==> src/rtl/alu_issue_pkg.sv <==
// Shared definitions for the ALU issue slice: aluop codes, RV32 opcodes, FSM states,
// operand selects and the writeback tag carried alongside the ALU pipeline.
package alu_issue_pkg;

   localparam logic [4:0] ALUOP_ADD    = 5'd0;
   localparam logic [4:0] ALUOP_SUB    = 5'd1;
   localparam logic [4:0] ALUOP_SLL    = 5'd2;
   localparam logic [4:0] ALUOP_XOR    = 5'd3;
   localparam logic [4:0] ALUOP_SRL    = 5'd4;
   localparam logic [4:0] ALUOP_SRA    = 5'd5;
   localparam logic [4:0] ALUOP_OR     = 5'd6;
   localparam logic [4:0] ALUOP_AND    = 5'd7;
   localparam logic [4:0] ALUOP_SLT    = 5'd8;
   localparam logic [4:0] ALUOP_SLTU   = 5'd9;
   localparam logic [4:0] ALUOP_MULH   = 5'd16;
   localparam logic [4:0] ALUOP_MULHSU = 5'd17;
   localparam logic [4:0] ALUOP_MULHU  = 5'd18;
   localparam logic [4:0] ALUOP_MUL    = 5'd22;
   localparam logic [4:0] ALUOP_DIV    = 5'd24;
   localparam logic [4:0] ALUOP_DIVU   = 5'd26;
   localparam logic [4:0] ALUOP_REM    = 5'd28;
   localparam logic [4:0] ALUOP_REMU   = 5'd30;

   localparam logic [6:0] OPC_OP     = 7'b0110011;
   localparam logic [6:0] OPC_OP_IMM = 7'b0010011;
   localparam logic [6:0] OPC_LUI    = 7'b0110111;
   localparam logic [6:0] OPC_AUIPC  = 7'b0010111;
   localparam logic [6:0] OPC_JAL    = 7'b1101111;
   localparam logic [6:0] OPC_JALR   = 7'b1100111;

   localparam logic [6:0] F7_BASE   = 7'b0000000;
   localparam logic [6:0] F7_ALT    = 7'b0100000;
   localparam logic [6:0] F7_MULDIV = 7'b0000001;

   typedef enum logic [0:0] {ST_IDLE = 1'b0, ST_DIV_HOLD = 1'b1} state_e;
   typedef enum logic [1:0] {OP1_RS1 = 2'd0, OP1_PC = 2'd1, OP1_ZERO = 2'd2} op1_sel_e;
   typedef enum logic [1:0] {OP2_RS2 = 2'd0, OP2_IMM = 2'd1, OP2_FOUR = 2'd2} op2_sel_e;

   typedef struct packed {
      logic       valid;
      logic       illegal;
      logic [4:0] rd;
   } wb_tag_t;

   // funct3 -> aluop for the shared OP / OP-IMM integer group
   function automatic logic [4:0] base_op(input logic [2:0] f3);
      case (f3)
         3'd0:    return ALUOP_ADD;
         3'd1:    return ALUOP_SLL;
         3'd2:    return ALUOP_SLT;
         3'd3:    return ALUOP_SLTU;
         3'd4:    return ALUOP_XOR;
         3'd5:    return ALUOP_SRL;
         3'd6:    return ALUOP_OR;
         default: return ALUOP_AND;
      endcase
   endfunction

   function automatic logic [4:0] muldiv_op(input logic [2:0] f3);
      case (f3)
         3'd0:    return ALUOP_MUL;
         3'd1:    return ALUOP_MULH;
         3'd2:    return ALUOP_MULHSU;
         3'd3:    return ALUOP_MULHU;
         3'd4:    return ALUOP_DIV;
         3'd5:    return ALUOP_DIVU;
         3'd6:    return ALUOP_REM;
         default: return ALUOP_REMU;
      endcase
   endfunction

   function automatic logic [31:0] shamt_zext(input logic [31:0] v);
      return {27'd0, v[4:0]};
   endfunction

endpackage

==> src/rtl/alu_issue_decode.sv <==
// Combinational RV32 decode into aluop, operand selects, divide class and illegal flag.
// Optional macro RV32M_EN enables the M-extension (funct7=0000001) encodings.
module alu_issue_decode
   import alu_issue_pkg::*;
(
   input  logic [6:0] i_opcode,
   input  logic [2:0] i_funct3,
   input  logic [6:0] i_funct7,
   output logic [4:0] o_aluop,
   output op1_sel_e   o_op1_sel,
   output op2_sel_e   o_op2_sel,
   output logic       o_shift,
   output logic       o_is_div,
   output logic       o_illegal
);

   // opcode/funct field decode
   always_comb begin
      o_aluop   = ALUOP_ADD;
      o_op1_sel = OP1_RS1;
      o_op2_sel = OP2_RS2;
      o_shift   = 1'b0;
      o_is_div  = 1'b0;
      o_illegal = 1'b0;
      case (i_opcode)
         OPC_OP: begin
            if (i_funct7 == F7_BASE) begin
               o_aluop = base_op(i_funct3);
               o_shift = (i_funct3 == 3'd1) || (i_funct3 == 3'd5);
            end else if (i_funct7 == F7_ALT) begin
               if (i_funct3 == 3'd0) begin
                  o_aluop = ALUOP_SUB;
               end else if (i_funct3 == 3'd5) begin
                  o_aluop = ALUOP_SRA;
                  o_shift = 1'b1;
               end else begin
                  o_illegal = 1'b1;
               end
            end else if (i_funct7 == F7_MULDIV) begin
`ifdef RV32M_EN
               o_aluop  = muldiv_op(i_funct3);
               o_is_div = i_funct3[2];
`else
               o_illegal = 1'b1;
`endif
            end else begin
               o_illegal = 1'b1;
            end
         end
         OPC_OP_IMM: begin
            o_op2_sel = OP2_IMM;
            // funct7 here is imm[11:5]; it only qualifies the shift encodings
            if (i_funct3 == 3'd1) begin
               if (i_funct7 == F7_BASE) begin
                  o_aluop = ALUOP_SLL;
                  o_shift = 1'b1;
               end else begin
                  o_illegal = 1'b1;
               end
            end else if (i_funct3 == 3'd5) begin
               if (i_funct7 == F7_BASE) begin
                  o_aluop = ALUOP_SRL;
                  o_shift = 1'b1;
               end else if (i_funct7 == F7_ALT) begin
                  o_aluop = ALUOP_SRA;
                  o_shift = 1'b1;
               end else begin
                  o_illegal = 1'b1;
               end
            end else begin
               o_aluop = base_op(i_funct3);
            end
         end
         OPC_LUI: begin
            o_op1_sel = OP1_ZERO;
            o_op2_sel = OP2_IMM;
         end
         OPC_AUIPC: begin
            o_op1_sel = OP1_PC;
            o_op2_sel = OP2_IMM;
         end
         OPC_JAL: begin
            o_op1_sel = OP1_PC;
            o_op2_sel = OP2_FOUR;
         end
         OPC_JALR: begin
            if (i_funct3 == 3'd0) begin
               o_op1_sel = OP1_PC;
               o_op2_sel = OP2_FOUR;
            end else begin
               o_illegal = 1'b1;
            end
         end
         default: o_illegal = 1'b1;
      endcase
   end

endmodule

==> src/rtl/alu_issue.sv <==
// Execute-stage issue block: accepts decoded ops, drives registered aluop/operands, holds
// divides for DIV_CYCLES and returns tagged writebacks. RV32M_EN enables mul/div decode.
module alu_issue
   import alu_issue_pkg::*;
#(
   parameter int DIV_CYCLES  = 4,
   parameter int ALU_LATENCY = 1
)(
   input  logic        clk,
   input  logic        rst,
   input  logic        in_valid,
   output logic        in_ready,
   input  logic [6:0]  in_opcode,
   input  logic [2:0]  in_funct3,
   input  logic [6:0]  in_funct7,
   input  logic [31:0] in_rs1_data,
   input  logic [31:0] in_rs2_data,
   input  logic [31:0] in_imm,
   input  logic [31:0] in_pc,
   input  logic [4:0]  in_rd,
   output logic [4:0]  aluop,
   output logic [31:0] aluin1,
   output logic [31:0] aluin2,
   input  logic [31:0] alu_result,
   output logic        wb_valid,
   output logic [4:0]  wb_rd,
   output logic [31:0] wb_data,
   output logic        wb_illegal
);

   localparam int            CW       = (DIV_CYCLES > 1) ? $clog2(DIV_CYCLES) : 1;
   localparam logic [CW-1:0] DIV_LOAD = CW'(DIV_CYCLES - 1);
   localparam logic [CW-1:0] CNT_ONE  = CW'(1);

   logic [4:0]  w_aluop;
   op1_sel_e    w_op1_sel;
   op2_sel_e    w_op2_sel;
   logic        w_shift, w_is_div, w_illegal, w_accept;
   logic [31:0] w_op1, w_op2_raw, w_op2;
   state_e      r_state, w_state_nxt;
   logic [CW-1:0] r_cnt, w_cnt_nxt;
   logic        r_ready;
   wb_tag_t     r_pend, w_launch;
   wb_tag_t     r_pipe [0:ALU_LATENCY];
   logic [4:0]  r_aluop;
   logic [31:0] r_aluin1, r_aluin2, r_wb_data;
   logic        r_wb_valid, r_wb_illegal;
   logic [4:0]  r_wb_rd;

   alu_issue_decode u_decode (
      .i_opcode  (in_opcode),
      .i_funct3  (in_funct3),
      .i_funct7  (in_funct7),
      .o_aluop   (w_aluop),
      .o_op1_sel (w_op1_sel),
      .o_op2_sel (w_op2_sel),
      .o_shift   (w_shift),
      .o_is_div  (w_is_div),
      .o_illegal (w_illegal)
   );

   assign w_accept = in_valid & r_ready;

   // operand source selection
   always_comb begin
      w_op1     = in_rs1_data;
      w_op2_raw = in_rs2_data;
      case (w_op1_sel)
         OP1_PC:   w_op1 = in_pc;
         OP1_ZERO: w_op1 = 32'd0;
         default:  w_op1 = in_rs1_data;
      endcase
      case (w_op2_sel)
         OP2_IMM:  w_op2_raw = in_imm;
         OP2_FOUR: w_op2_raw = 32'd4;
         default:  w_op2_raw = in_rs2_data;
      endcase
      if (w_shift) begin
         w_op2 = shamt_zext(w_op2_raw);
      end else begin
         w_op2 = w_op2_raw;
      end
   end

   // issue FSM next state; a divide's tag enters the pipe only when its hold window ends
   always_comb begin
      w_state_nxt = r_state;
      w_cnt_nxt   = r_cnt;
      w_launch    = '0;
      case (r_state)
         ST_IDLE: begin
            if (w_accept) begin
               if (w_is_div && (DIV_CYCLES > 1)) begin
                  w_state_nxt = ST_DIV_HOLD;
                  w_cnt_nxt   = DIV_LOAD;
               end else begin
                  w_launch = '{valid: 1'b1, illegal: w_illegal, rd: in_rd};
               end
            end else begin
               w_state_nxt = ST_IDLE;
            end
         end
         ST_DIV_HOLD: begin
            if (r_cnt == CNT_ONE) begin
               w_state_nxt = ST_IDLE;
               w_cnt_nxt   = '0;
               w_launch    = r_pend;
            end else begin
               w_cnt_nxt = r_cnt - CNT_ONE;
            end
         end
         default: begin
            w_state_nxt = ST_IDLE;
            w_cnt_nxt   = '0;
         end
      endcase
   end

   // state, operand registers, tag pipe and writeback registers
   always_ff @(posedge clk) begin
      if (rst) begin
         r_state      <= ST_IDLE;
         r_cnt        <= '0;
         r_ready      <= 1'b0;
         r_pend       <= '0;
         r_pipe       <= '{default: '0};
         r_aluop      <= 5'd0;
         r_aluin1     <= 32'd0;
         r_aluin2     <= 32'd0;
         r_wb_valid   <= 1'b0;
         r_wb_rd      <= 5'd0;
         r_wb_illegal <= 1'b0;
         r_wb_data    <= 32'd0;
      end else begin
         r_state <= w_state_nxt;
         r_cnt   <= w_cnt_nxt;
         r_ready <= (w_state_nxt == ST_IDLE);
         if (w_accept && !w_illegal) begin
            r_aluop  <= w_aluop;
            r_aluin1 <= w_op1;
            r_aluin2 <= w_op2;
         end
         if (w_accept && w_is_div) begin
            r_pend <= '{valid: 1'b1, illegal: 1'b0, rd: in_rd};
         end
         r_pipe[0] <= w_launch;
         for (int i = 1; i <= ALU_LATENCY; i++) begin
            r_pipe[i] <= r_pipe[i-1];
         end
         r_wb_valid   <= r_pipe[ALU_LATENCY].valid;
         r_wb_rd      <= r_pipe[ALU_LATENCY].rd;
         r_wb_illegal <= r_pipe[ALU_LATENCY].illegal;
         r_wb_data    <= r_pipe[ALU_LATENCY].illegal ? 32'd0 : alu_result;
      end
   end

   assign in_ready   = r_ready;
   assign aluop      = r_aluop;
   assign aluin1     = r_aluin1;
   assign aluin2     = r_aluin2;
   assign wb_valid   = r_wb_valid;
   assign wb_rd      = r_wb_rd;
   assign wb_illegal = r_wb_illegal;
   assign wb_data    = r_wb_data;

endmodule

==> config.mk <==
export PLATFORM = sky130hd
export DESIGN_NAME = alu_issue
export DESIGN_NICKNAME = d
export VERILOG_FILES = /design/src/rtl/alu_issue_pkg.sv /design/src/rtl/alu_issue_decode.sv /design/src/rtl/alu_issue.sv
export SDC_FILE = /design/constraint.sdc
export NUM_CORES = 1
export LEC_CHECK = 0
export CAP_MARGIN = 20
export CORE_MARGIN = 3
export CORE_UTILIZATION = 40
export CTS_BUF_LIST = sky130_fd_sc_hd__clkbuf_8
export CTS_CLUSTER_DIAMETER = 30
export CTS_CLUSTER_SIZE = 28
export DETAILED_ROUTE_END_ITERATION = 16
export GPL_TIMING_DRIVEN = 0
export PLACE_DENSITY = 0.79
export SLEW_MARGIN = 20
export SYNTH_ARGS = -nofsm -noshare
export SYNTH_HDL_FRONTEND = slang
export SYNTH_SLANG_ARGS = --single-unit
==> constraint.sdc <==
create_clock -name clk -period 3.4 [get_ports clk]
set_clock_uncertainty 0.1 [all_clocks]
set_input_delay 0.85 -clock clk [delete_from_list [all_inputs] [get_ports clk]]
set_output_delay 0.85 -clock clk [all_outputs]
set_load 0.01 [all_outputs]
==> out/summary.txt <==
most frequent cells in the layout = clkdlybuf4s50_1, dfxtp_1, nor2b_1, nor2_1, a22oi_1
met1 WL = 6850 um
Critical Path End Type = flip-flop
DIE WIDTH = 123 um
Fin. Hold Viols = 0
CTS Buf Count = 17
PortBufs = 288
H-tree levels = 4
CTS Buffer Depth = 2
met2 wire length = 8850 um
clock-pin slew on the worst setup and hold paths = 70 ps
CP Max Fanout = 10
number of synthesized flops with an enable pin = 0
fin crit share = 96.1%
Post-Syn Area = 5450 um2
Placed Instance Area = 8550 um2
Worst Path Arrival = 3540 ps
Hold Crit Class = reg -> reg
cts hold-fix bufs = 0
RSZ-0062 raised after global routing = yes
CTS Root Cell = clkbuf_8
Worst path max stage delay = 440 ps
vias = 5,076
max-slew violations = 0
sequential share of the synthesized area = 45.9%
GRT Overall Usage = 22.7%
CP top delay family = simple AND/OR/NAND/NOR gates
DPL Wire Length = 14,000 um
Final Net Count = 1,052
Synth cell types = 47
cells along the critical path = clkdlybuf4s50_1 > nand2b_1 > or3_1 > o31ai_1 > ha_2 > nor2b_4 > clkbuf_1 > a22oi_1 > nor2_1 > mux2_1
Top Layer Used = met4
Rows = 42
Async SR Flop Fraction = 0%
fin crit period = 3270 ps
total die area = 15,100 um2
peak supply drop = 215 uV
commonest non-fill, non-tap cell in the layout = clkdlybuf4s50_1
share of cells above drive strength 1 = 9.61%
Total Power = 3250 uW
Starting Density = 41.0%
WL final = 17,700 um
initial antenna violation count = 1
Residual DRC = 0
Post-Syn Area per Cell = 9.78 um2
DR pass1 iterations = 4
CP max stage cell = clkdlybuf4s50_1
DR WL met3 = 1670 um
vias per cell = 4.83
crit path launch type = input pin
Detail Route Antenna Nets = 0
Area Overhead vs Synth = 64.5%
worst endpoint required time = 3680 ps
total negative slack = 0 ps
first-pass GRT wire length = 26,100 um
die height = 123 um
Placeable Area = 13,300 um2
max frequency = 306 MHz
insertion delay to the later sink of the worst-skew pair = 430 ps
clock sink count = 125
Initial DRC Count = 179
Yosys reg bits = 125
top_reg_cell synth = dfxtp_1
largest net degree at the start of global routing = 17
PwrDens = 363 nW/um2
CTS tree = done
routability cong. = 0.810
Worst Path Buf+Inv = 2
number of global-route vias before repair = 5,201
Leak = 0.00359 uW
syn nets = 746
Area contributors post-synth = dfxtp_1, nor2b_1, a22oi_1
Max Cap Viol = 0
Slew headroom = 59.8%
Ys Warns = 0
# setup viols final = 0
critical path class = in -> reg
Non-Filler Cell Area, Final = 8960 um2
Synth area leader = dfxtp_1
post-synth top area share = 45.9%
cells after synthesis = 557
status = complete, no violations
gr ovfl total = 0
actual slew at the worst max-slew pin = 602 ps
DR WL/cell = 16.8 um
IO Pins = 294
## where the power goes
group	total (uW)	leakage [uW]	internal, uW	switching (uW)
Sequential	1500	0.00102	1490	9.84
Clock	1290	0.000193	700	589
Combinational	453	0.00238	298	155
Total	3250	0.00359	2490	754
## routing by layer
metal / vias to the layer above / GRT usage, %
li1: 2515 / -
met1: 2334 / 24.9
met2: 201 / 38.3
met4: 0 / 9.73
met5: - / 0
met3: 26 / 9.59
## area by class of cell
cell class | instances | area (um2)
Multi-Input combinational cell | 380 | 2690
Sequential cell | 125 | 2500
Tap cell | 176 | 220
Timing Repair Buffer | 288 | 2880
Inverter | 7 | 26.3
Fill cell | 1031 | 4340
Buffer | 44 | 248
Antenna cell | 1 | 2.50
Clock inverter | 10 | 115
Clock buffer | 20 | 275
## logic make-up after synthesis
| kind of cell | synth area share, % |
|---|---|
| AO/OA/AOI/OAI | 11.6 |
| XOR/XNOR | 0.161 |
| adder cells (fa/ha/maj) | 0.919 |
| buffers and inverters | 4.94 |
| flip-flops | 45.9 |
| multiplexers | 14.1 |
| other | 0.0689 |
| AND/OR/NAND/NOR | 22.3 |
## path summary, 6_finish.rpt
path,slack (ps),depth (start not counted),to,start
setup reg to reg,1630,6,aluin2[31],in_ready
hold / removal,330,1,r_pipe[3],r_pipe[10]
setup / recovery,130,10,aluin1[10],in_opcode[3]
hold reg to reg,330,1,r_pipe[3],r_pipe[10]
## sequential cells by signal, summed over array words and instances, names as in the netlist
signal      cells
aluin2         32
r_cnt           2
r_pipe         14
aluop           4
wb_valid        1
wb_illegal      1
wb_data        32
in_ready        1
wb_rd           5
r_state         1
aluin1         32
## stage by stage
| step | utilization, % | cells | hold WS, ps | setup slack, ps |
|---|---|---|---|---|
| 5_1_grt | 67.4 | 1051 | 357 | -6.06 |
| 6_report | 67.4 | 1051 | 334 | 134 |
| 3_3_place_gp | 64.3 | 1021 | 317 | -830 |
| 4_1_cts | 67.3 | 1050 | 341 | 14.9 |
| 2_1_floorplan | - | 557 | 314 | 520 |
| 3_5_place_dp | 64.3 | 1021 | 323 | -870 |
## synthesized netlist by cell type, types with 6 or more instances
cell type,instances
dfxtp_1,125
nand2b_1,10
clkbuf_1,30
nand2_1,8
nor2b_1,79
nor2_1,69
mux2_1,35
inv_1,6
mux2_2,27
mux2i_1,7
a22oi_1,61
a21oi_1,6
buf_2,6
and2_1,38
## timing repair
action,4_1_cts,5_1_grt
setup endpoints to repair,30,49
setup buffers,0,0
gates resized for setup,2,13
Power figures use the tool's default switching activity.
